<file path="config.mk">
export PLATFORM = sky130hd
export DESIGN_NAME = nios2_pio_gpio_flat
export DESIGN_NICKNAME = d
export VERILOG_FILES = /design/src/rtl/nios2_pio_gpio_if.sv /design/src/rtl/nios2_pio_gpio.sv /design/src/flat_wrapper.sv
export SDC_FILE = /design/constraint.sdc
export NUM_CORES = 1
export LEC_CHECK = 0
export CAP_MARGIN = 20
export CORE_MARGIN = 2
export CORE_UTILIZATION = 41
export DETAILED_ROUTE_END_ITERATION = 8
export GPL_ROUTABILITY_DRIVEN = 0
export PLACE_DENSITY = 0.8
export SYNTH_ARGS = -nofsm -noshare
export SYNTH_HDL_FRONTEND = slang
export SYNTH_SLANG_ARGS = --single-unit
</file>
<file path="constraint.sdc">
create_clock -name clk -period 1.2 [get_ports clk]
set_input_delay 0.18 -clock clk [delete_from_list [all_inputs] [get_ports clk]]
set_output_delay 0.18 -clock clk [all_outputs]
set_load 0.05 [all_outputs]
</file>
<file path="src/rtl/nios2_pio_gpio_if.sv">
// ============================================================================
// Module   : nios2_pio_gpio_if
// Brief    : Avalon-MM slave bus bundle for the GPIO PIO peripheral.
// Revision : 1.0 - initial release
// ============================================================================
`default_nettype none

interface nios2_pio_gpio_if;
  logic [2:0]  address;
  logic        chipselect;
  logic        read_n;
  logic        write_n;
  logic [31:0] writedata;
  logic [31:0] readdata;

  modport master (
    output address, chipselect, read_n, write_n, writedata,
    input  readdata
  );

  modport slave (
    input  address, chipselect, read_n, write_n, writedata,
    output readdata
  );
endinterface

`default_nettype wire

</file>
<file path="src/rtl/nios2_pio_gpio.sv">
// ============================================================================
// Module   : nios2_pio_gpio
// Brief    : WIDTH-bit bidirectional GPIO with set/clear writes, synchronised
//            inputs, edge capture and a maskable level/edge interrupt.
// Revision : 1.0 - initial release
// ============================================================================
`default_nettype none

module nios2_pio_gpio #(
  parameter int               WIDTH       = 8,
  parameter int               SYNC_STAGES = 2,
  parameter int               EDGE_TYPE   = 0,
  parameter int               IRQ_TYPE    = 1,
  parameter logic [WIDTH-1:0] OUT_RESET   = '0,
  parameter logic [WIDTH-1:0] DIR_RESET   = '0
) (
  input  wire logic             clk,
  input  wire logic             reset_n,
  nios2_pio_gpio_if.slave       bus,
  input  wire logic [WIDTH-1:0] in_port,
  output logic      [WIDTH-1:0] out_port,
  output logic      [WIDTH-1:0] out_en,
  output logic                  irq
);

  localparam logic [2:0] c_ADDR_DATA    = 3'd0;
  localparam logic [2:0] c_ADDR_DIR     = 3'd1;
  localparam logic [2:0] c_ADDR_IRQMASK = 3'd2;
  localparam logic [2:0] c_ADDR_EDGECAP = 3'd3;
  localparam logic [2:0] c_ADDR_OUTSET  = 3'd4;
  localparam logic [2:0] c_ADDR_OUTCLR  = 3'd5;

  localparam int                c_ARM_W   = $clog2(SYNC_STAGES + 2);
  localparam logic [c_ARM_W-1:0] c_ARM_MAX = c_ARM_W'(SYNC_STAGES + 1);

  logic [WIDTH-1:0]   r_sync [SYNC_STAGES];
  logic [WIDTH-1:0]   r_delay;
  logic [WIDTH-1:0]   r_data_out;
  logic [WIDTH-1:0]   r_dir;
  logic [WIDTH-1:0]   r_irqmask;
  logic [WIDTH-1:0]   r_edgecap;
  logic [31:0]        r_readdata;
  logic               r_irq;
  logic [c_ARM_W-1:0] r_arm_cnt;

  logic               w_wr;
  logic               w_rd;
  logic [WIDTH-1:0]   w_wd;
  logic [WIDTH-1:0]   w_sync_in;
  logic               w_arm;
  logic [WIDTH-1:0]   w_edge_raw;
  logic [WIDTH-1:0]   w_edge;
  logic [WIDTH-1:0]   w_ecap_clr;
  logic               w_irq_next;
  logic [31:0]        w_rd_mux;

  assign w_wr      = bus.chipselect & ~bus.write_n;
  assign w_rd      = bus.chipselect & ~bus.read_n;
  assign w_wd      = bus.writedata[WIDTH-1:0];
  assign w_sync_in = r_sync[SYNC_STAGES-1];

  generate
    if (WIDTH < 32) begin : g_unused_wd
      wire w_unused_wd = ^bus.writedata[31:WIDTH];
    end
  endgenerate

  // Input synchroniser plus one-cycle history for edge detection
  always_ff @(posedge clk or negedge reset_n) begin
    if (!reset_n) begin
      for (int i = 0; i < SYNC_STAGES; i++) r_sync[i] <= '0;
      r_delay <= '0;
    end else begin
      r_sync[0] <= in_port;
      for (int i = 1; i < SYNC_STAGES; i++) r_sync[i] <= r_sync[i-1];
      r_delay <= w_sync_in;
    end
  end

  // Edges are ignored until the chain has flushed its reset zeros
  always_ff @(posedge clk or negedge reset_n) begin
    if (!reset_n)
      r_arm_cnt <= '0;
    else if (r_arm_cnt != c_ARM_MAX)
      r_arm_cnt <= r_arm_cnt + 1'b1;
  end

  assign w_arm = (r_arm_cnt == c_ARM_MAX);

  generate
    if (EDGE_TYPE == 0) begin : g_edge_rise
      assign w_edge_raw = w_sync_in & ~r_delay;
    end else if (EDGE_TYPE == 1) begin : g_edge_fall
      assign w_edge_raw = ~w_sync_in & r_delay;
    end else begin : g_edge_any
      assign w_edge_raw = w_sync_in ^ r_delay;
    end
  endgenerate

  assign w_edge     = w_arm ? w_edge_raw : '0;
  assign w_ecap_clr = (w_wr && bus.address == c_ADDR_EDGECAP) ? w_wd : '0;

  generate
    if (IRQ_TYPE == 1) begin : g_irq_edge
      assign w_irq_next = |(r_edgecap & r_irqmask);
    end else begin : g_irq_level
      assign w_irq_next = |(w_sync_in & ~r_dir & r_irqmask);
    end
  endgenerate

  always_ff @(posedge clk or negedge reset_n) begin
    if (!reset_n) begin
      r_data_out <= OUT_RESET;
      r_dir      <= DIR_RESET;
      r_irqmask  <= '0;
      r_edgecap  <= '0;
      r_irq      <= 1'b0;
    end else begin
      if (w_wr) begin
        case (bus.address)
          c_ADDR_DATA:    r_data_out <= w_wd;
          c_ADDR_DIR:     r_dir      <= w_wd;
          c_ADDR_IRQMASK: r_irqmask  <= w_wd;
          c_ADDR_OUTSET:  r_data_out <= r_data_out | w_wd;
          c_ADDR_OUTCLR:  r_data_out <= r_data_out & ~w_wd;
          default: ;
        endcase
      end
      // A fresh edge outranks a simultaneous clear on the same bit
      r_edgecap <= (r_edgecap & ~w_ecap_clr) | w_edge;
      r_irq     <= w_irq_next;
    end
  end

  always_comb begin
    w_rd_mux = '0;
    case (bus.address)
      c_ADDR_DATA:    w_rd_mux[WIDTH-1:0] = (r_dir & r_data_out) | (~r_dir & w_sync_in);
      c_ADDR_DIR:     w_rd_mux[WIDTH-1:0] = r_dir;
      c_ADDR_IRQMASK: w_rd_mux[WIDTH-1:0] = r_irqmask;
      c_ADDR_EDGECAP: w_rd_mux[WIDTH-1:0] = r_edgecap;
      default:        w_rd_mux = '0;
    endcase
  end

  always_ff @(posedge clk or negedge reset_n) begin
    if (!reset_n)
      r_readdata <= '0;
    else
      r_readdata <= w_rd ? w_rd_mux : 32'h0;
  end

  assign bus.readdata = r_readdata;
  assign out_port     = r_data_out;
  assign out_en       = r_dir;
  assign irq          = r_irq;

endmodule

`default_nettype wire

</file>
<file path="src/flat_wrapper.sv">
// flat-port wrapper written by rule: the top's interface ports become plain ports
module nios2_pio_gpio_flat 
#(
  parameter int               WIDTH       = 8,
  parameter int               SYNC_STAGES = 2,
  parameter int               EDGE_TYPE   = 0,
  parameter int               IRQ_TYPE    = 1,
  parameter logic [WIDTH-1:0] OUT_RESET   = '0,
  parameter logic [WIDTH-1:0] DIR_RESET   = '0
)
  (clk, reset_n, in_port, out_port, out_en, irq, bus_address, bus_chipselect, bus_read_n, bus_write_n, bus_writedata, bus_readdata);
  nios2_pio_gpio_if bus_i ();
  input  wire logic clk;
  input  wire logic reset_n;
  input  wire logic [WIDTH-1:0] in_port;
  output logic      [WIDTH-1:0] out_port;
  output logic      [WIDTH-1:0] out_en;
  output logic irq;
  input wire logic [$bits(bus_i.address)-1:0] bus_address;
  input wire logic [$bits(bus_i.chipselect)-1:0] bus_chipselect;
  input wire logic [$bits(bus_i.read_n)-1:0] bus_read_n;
  input wire logic [$bits(bus_i.write_n)-1:0] bus_write_n;
  input wire logic [$bits(bus_i.writedata)-1:0] bus_writedata;
  output wire logic [$bits(bus_i.readdata)-1:0] bus_readdata;
  assign bus_i.address = bus_address;
  assign bus_i.chipselect = bus_chipselect;
  assign bus_i.read_n = bus_read_n;
  assign bus_i.write_n = bus_write_n;
  assign bus_i.writedata = bus_writedata;
  assign bus_readdata = bus_i.readdata;
  nios2_pio_gpio #(.WIDTH(WIDTH), .SYNC_STAGES(SYNC_STAGES), .EDGE_TYPE(EDGE_TYPE), .IRQ_TYPE(IRQ_TYPE), .OUT_RESET(OUT_RESET), .DIR_RESET(DIR_RESET)) u_core (.clk(clk), .reset_n(reset_n), .bus(bus_i), .in_port(in_port), .out_port(out_port), .out_en(out_en), .irq(irq));
endmodule
</file>
==> metrics.txt <==
outcome=finished, final reports clean; hold path endpoint=u_core.r_sync[10]; max_cap viols=0; wire length of the first global-routing pass=8820 um; Top Ports=97; worst path arrival time=~1400 ps; Final Cell Area=3870 sq um; FFs w/ async S/R, synth=100%; PD cells=1770 nW/um^2; clk_lat worst skew=330 ps; Worst Hold Depth=1; CP Launch Type=input port; #FFs+latches synth=67; grt total ovfl=0; maximum vdd drop=0.591 mV; Max stage delay cell, worst path=or4bb_1; number of global-route vias before repair=1799; Hold Crit Start=in_port[2]; TritonCTS clock tree=built; number of flops mapped to enable cells by yosys=0; ys flop type=dfrtp_1; CTS Buf Count=9; R2R Setup Slk=approximately 140 ps; setup_tns=0 ps; DRT Pass-1 Iters=4; Crit. End Element=flop; P_sw=around 0.0022 W; Reg power frac=between 40% and 50%; Syn Area/Cell=12.6 sq um; Period Utilization, post-route=99.0%; CTS H-tree lvls=3; worst r2r src=u_core.r_arm_cnt[0]; Buffers & Inverters on Critical Path=2; Pleak=1.69 nW; drt total wl=approximately 5500 um; fmax=around 840 MHz; Worst Hold Class=in2reg; GRT Util Overall=~15%; die area=between 7000 and 8000 sq um; P_int=0.00463 W; Gate power share=31.2%; drc violations=0; Std-Cell Rows=30; register area share after synthesis=59.6%; dpl cell area=3600 sq um; CTS Buffer Depth=2; Layout Utilization=57.6%; Die Span X=86.9 um; DIE HEIGHT=86.9 um; number of I/O port buffers=48; worst clock skew=a little over 6 ps; Min Hold Slack=281 ps; number of fill cells=542; initial antenna violation count=0; yosys warns=0; starting density of the core=41.9%; nets@finish=roughly 330; CTS clock-pin slew for the worst setup and hold paths=roughly 70 ps; diode count=0; critical path's largest stage delay=510 ps; WP data required=1440 ps; Final setup viols=0; area grow syn2layout=37.4%; largest net degree at the start of global routing=a little under 70; crit path cell chain=clkdlybuf4s50_1 -> or4bb_1 -> buf_6 -> o22ai_1; CTS root buf=clkbuf_8; Hold Vio Cnt, Final=0; overall power=0.00683 W; layout cells sized above 1=26.0%; final slew viol count=0; drt wl/cell=14.8 um; CTS Sinks=between 60 and 70; vias per cell=5.06; Final Critical Period=1190 ps; Register-to-Register Path Depth=2; Starting DRT DRC Count=127; CP Max Fanout=8; count of cell types in the netlist=30; total vias in the final route=roughly 1900; Clk network pwr share=between 20% and 30%; Core Region=6720 sq um; dpl hpwl=between 3000 and 4000 um; synthesized area=2820 sq um; switch share=between 30% and 40%; Cells after Synth=224; Crit Path Category=in2reg; Top delay family on crit path=buffers and inverters; Worst R2R End=u_core.r_arm_cnt[1]; Routed Antenna Nets=0
registers in the layout, indices dropped and copies added (netlist names):
register and flops:
u_core.bus.readdata 8, u_core.r_delay 8, u_core.r_sync 8, u_core.out_en 8, u_core.irq 1, u_core.r_irqmask 8, u_core.r_edgecap 8, u_core.out_port 8
u_core.w_sync_in 8, u_core.r_arm_cnt 2
cell families (layout without fill, tap and decap cells):
family	count (synthesis)	after routing	synth area share [%]
AND/OR/NAND/NOR	41	41	9.29
adder cells (fa/ha/maj)	1	1	0.444
multiplexers	25	25	9.64
flip-flops	67	67	59.6
XOR/XNOR	2	2	0.622
AO/OA/AOI/OAI	45	45	11.2
other	1	24	0.133
buffers and inverters	42	83	9.11
what timing repair did:
| action | CTS | global route |
|---|---|---|
| hold buffers | 1 | 0 |
| endpoints found under the setup margin | 40 | 21 |
| gates resized for setup | 20 | 7 |
| pin swaps | 9 | 4 |
| hold endpoints to repair | 67 | 0 |
| setup buffers | 0 | 0 |
layout make-up:
class                           instances  area [sq um]  share of cell area, %
Sequential cell                        67          1680                   43.4
Multi-Input combinational cell        138          1020                   26.3
Timing Repair Buffer                   60           851                   22.0
Clock buffer                           13           159                   4.11
Tap cell                               80           100                   2.59
Clock inverter                          2          35.0                  0.906
Inverter                                8          30.0                  0.776
worst max path at each step:
stage	start	end	slack, ps	cells after the start
finish	bus_read_n	u_core.bus.readdata[2]	10	4
global route	bus_read_n	u_core.bus.readdata[2]	-10	4
CTS	bus_address[2]	u_core.out_port[6]	6	4
detailed placement	bus_address[2]	u_core.out_port[6]	-880	4
global placement	bus_address[2]	u_core.out_port[6]	-790	4
floorplan	bus_address[0]	u_core.out_port[0]	-300	5
layout by cell type, fill, tap and decap left out, drive strengths merged, types with 4 or more instances in the layout:
| cell type | Yosys | layout |
|---|---|---|
| conb | 1 | 24 |
| inv | 8 | 8 |
| o22ai | 8 | 8 |
| buf | 28 | 39 |
| nand3b | 7 | 7 |
| dfrtp | 67 | 67 |
| nand2 | 17 | 17 |
| a221o | 8 | 8 |
| o21ai | 17 | 17 |
| a22oi | 4 | 4 |
| mux2 | 17 | 17 |
| o31a | 8 | 8 |
| mux2i | 8 | 8 |
| clkdlybuf4s50 | 0 | 17 |
| nor3b | 8 | 8 |
| clkbuf | 6 | 13 |
power by group through the flow:
stage	combinational [W]	clock [W]	sequential (W)
2_1_floorplan	0.000678	0	0.00334
3_3_place_gp	0.00209	0	0.00288
3_5_place_dp	0.00212	0	0.00290
4_1_cts	0.00214	0.00188	0.00287
5_1_grt	0.00223	0.00198	0.00291
6_report	0.00213	0.00183	0.00287
through the flow:
step | std cells | setup WS (ps)
global placement | 352 | -786
finish | 368 | 12.3
detailed placement | 352 | -877
floorplan | 247 | -297
CTS | 368 | 6.39
global route | 368 | -11.3
synth_stat cells, types with 2 or more instances:
cell type	number	area share [%]
mux2i_1	8	2.8
dfrtp_1	67	60
nand3b_1	7	1.9
o22ai_1	8	1.8
buf_1	2	0.27
nand2_1	17	2.3
nor3b_1	8	2.1
inv_1	8	1.1
mux2_2	17	6.8
o21ai_0	17	3.0
o31a_1	8	2.5
buf_4	24	6.4
clkbuf_1	6	0.80
a22oi_1	4	1.1
a221o_1	8	2.8
layer usage:
layer	vias up	track usage, %	routed length [um]
li1	878	-	-
met1	904	20.7	2450
met2	73	23.5	2650
met3	6	3.22	305
met4	0	7.67	61
met5	-	0	0
No activity file was read; power rests on OpenSTA's default activity.
